==> config.mk <==
export PLATFORM = sky130hd
export DESIGN_NAME = apb_csr_slave
export DESIGN_NICKNAME = d
export VERILOG_FILES = /design/src/rtl/apb_csr_pkg.sv /design/src/rtl/csr_w1c_reg.sv /design/src/rtl/apb_csr_slave.sv
export SDC_FILE = /design/constraint.sdc
export NUM_CORES = 1
export LEC_CHECK = 0
export CAP_MARGIN = 5
export CORE_AREA = 2 2 66 94
export CTS_CLUSTER_DIAMETER = 100
export DETAILED_ROUTE_END_ITERATION = 7
export DIE_AREA = 0 0 68 96
export PLACE_DENSITY = 0.83
export SLEW_MARGIN = 0
export SYNTH_ARGS = -nofsm -noshare
export SYNTH_HDL_FRONTEND = slang
export SYNTH_SLANG_ARGS = --single-unit
==> constraint.sdc <==
create_clock -name pclk -period 3.7 [get_ports pclk]
set_input_delay 0.74 -clock pclk [delete_from_list [all_inputs] [get_ports pclk]]
set_output_delay 0.74 -clock pclk [all_outputs]
set_load 0.05 [all_outputs]
==> src/rtl/apb_csr_pkg.sv <==
// Shared constants, address map and FSM state type for the APB CSR completer.
package apb_csr_pkg;

  localparam int unsigned DATA_W = 8;
  localparam int unsigned ADDR_W = 8;
  localparam int unsigned CNT_W  = 4;

  localparam logic [ADDR_W-1:0] CSR_ID_ADDR       = 8'h00;
  localparam logic [ADDR_W-1:0] CSR_CTRL_ADDR     = 8'h01;
  localparam logic [ADDR_W-1:0] CSR_STATUS_ADDR   = 8'h02;
  localparam logic [ADDR_W-1:0] CSR_INT_STAT_ADDR = 8'h03;
  localparam logic [ADDR_W-1:0] CSR_INT_EN_ADDR   = 8'h04;
  localparam logic [ADDR_W-1:0] CSR_SCRATCH_BASE  = 8'h05;

  localparam logic [DATA_W-1:0] CTRL_RST     = 8'h00;
  localparam logic [DATA_W-1:0] STATUS_RST   = 8'h00;
  localparam logic [DATA_W-1:0] INT_STAT_RST = 8'h00;
  localparam logic [DATA_W-1:0] INT_EN_RST   = 8'h00;
  localparam logic [DATA_W-1:0] SCRATCH_RST  = 8'h00;

  typedef enum logic [0:0] {
    IDLE   = 1'b0,
    ACCESS = 1'b1
  } apb_slv_state_e;

endpackage

==> src/rtl/csr_w1c_reg.sv <==
// 8-bit sticky status register: event bits set it, write-1-to-clear, set wins.
import apb_csr_pkg::*;

module csr_w1c_reg (
  input  logic              pclk,
  input  logic              prst,
  input  logic [DATA_W-1:0] set,
  input  logic [DATA_W-1:0] clr_mask,
  input  logic              we,
  output logic [DATA_W-1:0] q
);

  logic [DATA_W-1:0] q_r;
  logic [DATA_W-1:0] clr_eff;

  always_comb begin
    clr_eff = we ? clr_mask : '0;
  end

  always_ff @(posedge pclk) begin
    if (prst) q_r <= INT_STAT_RST;
    else      q_r <= (q_r & ~clr_eff) | set;
  end

  assign q = q_r;

endmodule

==> src/rtl/apb_csr_slave.sv <==
// APB completer for a small CSR bank with programmable wait states.
// Optional error response on illegal accesses: define APB_CSR_SLVERR_EN.
import apb_csr_pkg::*;

module apb_csr_slave #(
  parameter int unsigned       WAIT_STATES = 0,
  parameter int unsigned       NUM_SCRATCH = 3,
  parameter logic [DATA_W-1:0] ID_VALUE    = 8'hA5
) (
  input  logic              pclk,
  input  logic              prst,
  input  logic              psel,
  input  logic              penable,
  input  logic              pwrite,
  input  logic [ADDR_W-1:0] paddr,
  input  logic [DATA_W-1:0] pwdata,
  output logic [DATA_W-1:0] prdata,
  output logic              pready,
  output logic              pslverr,
  input  logic [DATA_W-1:0] status_i,
  input  logic [DATA_W-1:0] event_i,
  output logic [DATA_W-1:0] ctrl_o,
  output logic              irq_o
);

  localparam int unsigned SCR_N = (NUM_SCRATCH == 0) ? 1 : NUM_SCRATCH;

  apb_slv_state_e    state_q, state_d;
  logic [CNT_W-1:0]  cnt_q, cnt_d;
  logic              xfer_done;
  logic              wr_en;

  logic [DATA_W-1:0] ctrl_q;
  logic [DATA_W-1:0] status_q;
  logic [DATA_W-1:0] int_en_q;
  logic [DATA_W-1:0] int_stat;
  logic [DATA_W-1:0] scratch_q [SCR_N];
  logic              irq_q;

  logic              hit_id, hit_ctrl, hit_status, hit_int_stat, hit_int_en;
  logic [SCR_N-1:0]  hit_scr;
  logic [DATA_W-1:0] rd_mux;
  logic              slv_err;

  // State register
  always_ff @(posedge pclk) begin
    if (prst) begin
      state_q <= IDLE;
      cnt_q   <= '0;
    end else begin
      state_q <= state_d;
      cnt_q   <= cnt_d;
    end
  end

  // Next-state and wait counter
  always_comb begin
    state_d = state_q;
    cnt_d   = cnt_q;
    case (state_q)
      IDLE: begin
        if (psel && !penable) begin
          state_d = ACCESS;
          cnt_d   = CNT_W'(WAIT_STATES);
        end
      end
      ACCESS: begin
        if (!psel) begin
          state_d = IDLE;
        end else if (penable) begin
          if (cnt_q != '0) cnt_d   = cnt_q - 1'b1;
          else             state_d = IDLE;
        end
      end
      default: state_d = IDLE;
    endcase
  end

  assign xfer_done = !prst && (state_q == ACCESS) && psel && penable && (cnt_q == '0);
  assign wr_en     = xfer_done && pwrite;

  // Address decode and read mux
  always_comb begin
    hit_id       = (paddr == CSR_ID_ADDR);
    hit_ctrl     = (paddr == CSR_CTRL_ADDR);
    hit_status   = (paddr == CSR_STATUS_ADDR);
    hit_int_stat = (paddr == CSR_INT_STAT_ADDR);
    hit_int_en   = (paddr == CSR_INT_EN_ADDR);
    hit_scr      = '0;
    rd_mux       = '0;
    for (int unsigned i = 0; i < SCR_N; i++) begin
      hit_scr[i] = (i < NUM_SCRATCH) && (paddr == CSR_SCRATCH_BASE + ADDR_W'(i));
      if (hit_scr[i]) rd_mux = scratch_q[i];
    end
    if (hit_id)       rd_mux = ID_VALUE;
    if (hit_ctrl)     rd_mux = ctrl_q;
    if (hit_status)   rd_mux = status_q;
    if (hit_int_stat) rd_mux = int_stat;
    if (hit_int_en)   rd_mux = int_en_q;
  end

`ifdef APB_CSR_SLVERR_EN
  logic mapped;
  logic illegal;

  always_comb begin
    mapped  = hit_id || hit_ctrl || hit_status || hit_int_stat || hit_int_en || (|hit_scr);
    illegal = !mapped || (pwrite && (hit_id || hit_status));
    slv_err = xfer_done && illegal;
  end
`else
  assign slv_err = 1'b0;
`endif

  // Register bank; writes to RO or unmapped addresses hit nothing
  always_ff @(posedge pclk) begin
    if (prst) begin
      ctrl_q   <= CTRL_RST;
      status_q <= STATUS_RST;
      int_en_q <= INT_EN_RST;
      irq_q    <= 1'b0;
      for (int unsigned i = 0; i < SCR_N; i++) scratch_q[i] <= SCRATCH_RST;
    end else begin
      status_q <= status_i;
      irq_q    <= |(int_stat & int_en_q);
      if (wr_en && hit_ctrl)   ctrl_q   <= pwdata;
      if (wr_en && hit_int_en) int_en_q <= pwdata;
      for (int unsigned i = 0; i < SCR_N; i++) begin
        if (wr_en && hit_scr[i]) scratch_q[i] <= pwdata;
      end
    end
  end

  csr_w1c_reg u_int_stat (
    .pclk     (pclk),
    .prst     (prst),
    .set      (event_i),
    .clr_mask (pwdata),
    .we       (wr_en && hit_int_stat),
    .q        (int_stat)
  );

  assign pready  = xfer_done;
  assign pslverr = slv_err;
  assign prdata  = (xfer_done && !slv_err) ? rd_mux : '0;
  assign ctrl_o  = ctrl_q;
  assign irq_o   = irq_q;

endmodule

==> qor.txt <==
Hold Path Cell Cnt: 2
outcome: completed
Multi-input gate area: 0.00149 sq mm
Setup Crit Path Kind: primary input to primary output
WHS Endpoint: cnt_q[0]
PwrDens: 382 mW/mm^2
r2r setup slk: 1360 ps
Ant. Diodes: 0
crit-path leading delay family: simple AND/OR/NAND/NOR gates
Total Wirelength: 8160 microns
starting density of the core: 0.546
EDFF count, synth: 24
Skew-Pair Late Insertion Delay: 340 ps
Worst Hold Class: register to register
crit end category: primary output
DR pass1 iterations: 7
post-route ant nets: 0
Worst Setup Start Kind: primary input
crit path DAT: 2820 ps
die area: 0.00653 sq mm
grt total ovfl: 0
final hold violation count: 0
fin nets: 398
storage element area: 0.00148 sq mm
Inst Count DP: 419
worst r2r dst: int_en_q[0]
Worst EP required: 2960 ps
post-synthesis cell type count: 52
fmax: 281 MHz
min cycle time layout: 3560 ps
syn nets: 341
Final Cycle Share: 0.962
Worst Tran Pin Value: 600 ps
Setup TNS: 0 ps
fin util: 0.712
DRC: 0
Num CTS Buffers: 9
CP bufs+invs: 2
Initial DRC Count: 201
Relative slew margins: 0.597
CP max stage delay: 560 ps
Final setup viols: 0
hold_ws: 476 ps
Vias per Instance: 6.16
post-synthesis async set-or-reset flop share: 0
Crit-path slowest cell: or3b_2
flops & latches, synth: 62
Clk pin slew, worst setup/hold paths: 70 ps
Die Y: 96 microns
cell row count: 33
htree depth: 3
wire per inst: 18.8 microns
layout cell share with drive strength beyond 1: 0.167
peak supply drop: 0.309 mV
Final Slew Violations: 0
global-route wire length before repair: 12,600 microns
DPL Wire Length: 5860 microns
maximum number of pins on one net before global-route repair: 48
GPL Wtd Cong: 0.893
Total GRT Usage: 0.269
Layout area overhead: 30.5%
initial antenna violation count: 0
leak pwr: 1.43 nW
source of the worst hold timing path: cnt_q[0]
CTS Buffer Depth: 2
cells along the critical path: clkdlybuf4s50_1 > or3b_2 > nor4_1 > o21ai_1 > a221oi_2 > buf_12
DP Area: 0.00383 sq mm
vias in the first global route: 2,611
largest fanout on the critical path: 5
Finished Layout Cells: 435
max-cap viol count: 0
RSZ-0062 raised after global routing: no
Placeable Area: 0.00570 sq mm
IO Count: 56
fill cell count: 424
cell area after layout: 0.00406 sq mm
reg2reg start: cnt_q[1]
Syn Area/Cell: 10.3 sq um
Port Buffers: 54
hold_buf cts: 0
register area share after synthesis: 0.476
die extent in x: 68 microns
vias: 2,680
root buffer cell: clkbuf_8
mapped cell area: 0.00311 sq mm
r2r worst-path depth: 6
Gate Count Post-Synth: 303
prevailing post-synth register cell: dfxtp_1
Clock Skew: 8.19 ps
CTS tree: done
yosys warns: 0
CTS Sinks: 62
==> worst max path at each step <==
stage               startpoint   endpoint  slack, ps  cells after the start
floorplan             paddr[5]  prdata[3]        420                      6
global placement      paddr[5]  prdata[3]        140                      6
detailed placement    paddr[5]  prdata[3]        120                      6
CTS                   paddr[5]  prdata[3]         40                      6
global route          paddr[7]  prdata[3]         40                      6
finish                paddr[7]  prdata[3]        140                      6
==> logic make-up (layout without fill, tap and decap cells) <==
| group | count (synthesis) | in the layout | share of synthesized area |
|---|---|---|---|
| compound gates | 77 | 77 | 0.181 |
| fa+ha+maj | 1 | 1 | 0.00402 |
| buf+inv | 35 | 97 | 0.0527 |
| flops | 62 | 62 | 0.476 |
| mux | 19 | 19 | 0.0644 |
| other cells | 1 | 1 | 0.00121 |
| simple gates | 108 | 108 | 0.220 |
==> where the power goes <==
part           internal, mW  switching, mW  leakage, nW  total [mW]
registers             0.730         0.0139        0.558       0.744
clock network         0.378          0.267        0.106       0.645
logic                0.0787         0.0840        0.761       0.163
total                  1.19          0.365         1.43        1.55
==> timing repair <==
action,in CTS,in global routing
buffers inserted,0,0
setup endpoints to repair,0,3
resized for setup,0,3
==> layer usage <==
metal	GRT usage	share of wire	up-vias
met5	0	0	-
met4	0.152	0.041	0
met3	0.0655	0.058	32
met2	0.465	0.53	126
met1	0.293	0.37	1276
li1	-	-	1246
==> placed cells by master, fill, tap and decap left out, types with 9 or more instances in the layout <==
cell and n:
nand3_1 12, a21oi_1 21, inv_1 17, clkbuf_8 9, dfxtp_1 38, nor2b_1 9
buf_12 10, mux2i_1 11, buf_4 9, o21ai_0 10, nor2_1 17, nand2b_1 21
clkdlybuf4s50_1 45, edfxtp_1 24
==> tightest hold or removal path: stages (launching register included) <==
cell     delay, ps
dfxtp_1        320
nand2_1         50
mux2i_1         50
==> Yosys cell counts, types with 2 or more instances <==
library cell / n / area share
o21ai_0: 10 / 0.016
nand2_1: 7 / 0.0085
or2_2: 2 / 0.0040
edfxtp_1: 24 / 0.23
nand2b_1: 21 / 0.042
a31o_2: 2 / 0.0056
or3_1: 2 / 0.0040
a21oi_1: 21 / 0.034
o21ai_1: 4 / 0.0064
nor2_1: 17 / 0.021
buf_4: 2 / 0.0048
a311oi_1: 8 / 0.023
a2111oi_0: 6 / 0.017
a22oi_1: 4 / 0.0097
nand3_1: 12 / 0.019
nor4_4: 2 / 0.014
buf_2: 5 / 0.0080
nor2b_1: 9 / 0.018
mux2_2: 8 / 0.029
a2111oi_4: 2 / 0.018
nor3_1: 2 / 0.0032
or3b_2: 2 / 0.0056
a21o_1: 4 / 0.0097
and2_1: 8 / 0.016
dfxtp_1: 38 / 0.24
clkbuf_1: 9 / 0.011
and3_1: 2 / 0.0040
nand3b_1: 4 / 0.0097
inv_1: 17 / 0.021
a221oi_1: 7 / 0.020
o22ai_1: 4 / 0.0080
mux2i_1: 11 / 0.035
nor4_1: 8 / 0.016
==> registers in the layout, summed over array words and instances, names as in the netlist <==
signal and count:
scratch_q 24, u_int_stat.q 8, status_q 8, irq_o 1, ctrl_o 8, int_en_q 8
state_q 1, cnt_q 4
==> stage by stage <==
stage	setup WS [ps]	power [mW]
final	139	1.55
after global routing	35.9	1.60
after CTS	39.0	1.55
after detailed placement	119	0.919
after global placement	144	0.913
after floorplan	419	0.842
==> final cells by class <==
class,count,area share
Clock buffer,10,0.0314
Sequential cell,62,0.365
Inverter,17,0.0157
Clock inverter,6,0.0213
Tap cell,70,0.0216
Multi-Input combinational cell,206,0.368
Timing Repair Buffer,64,0.177
Power figures use the tool's default switching activity.
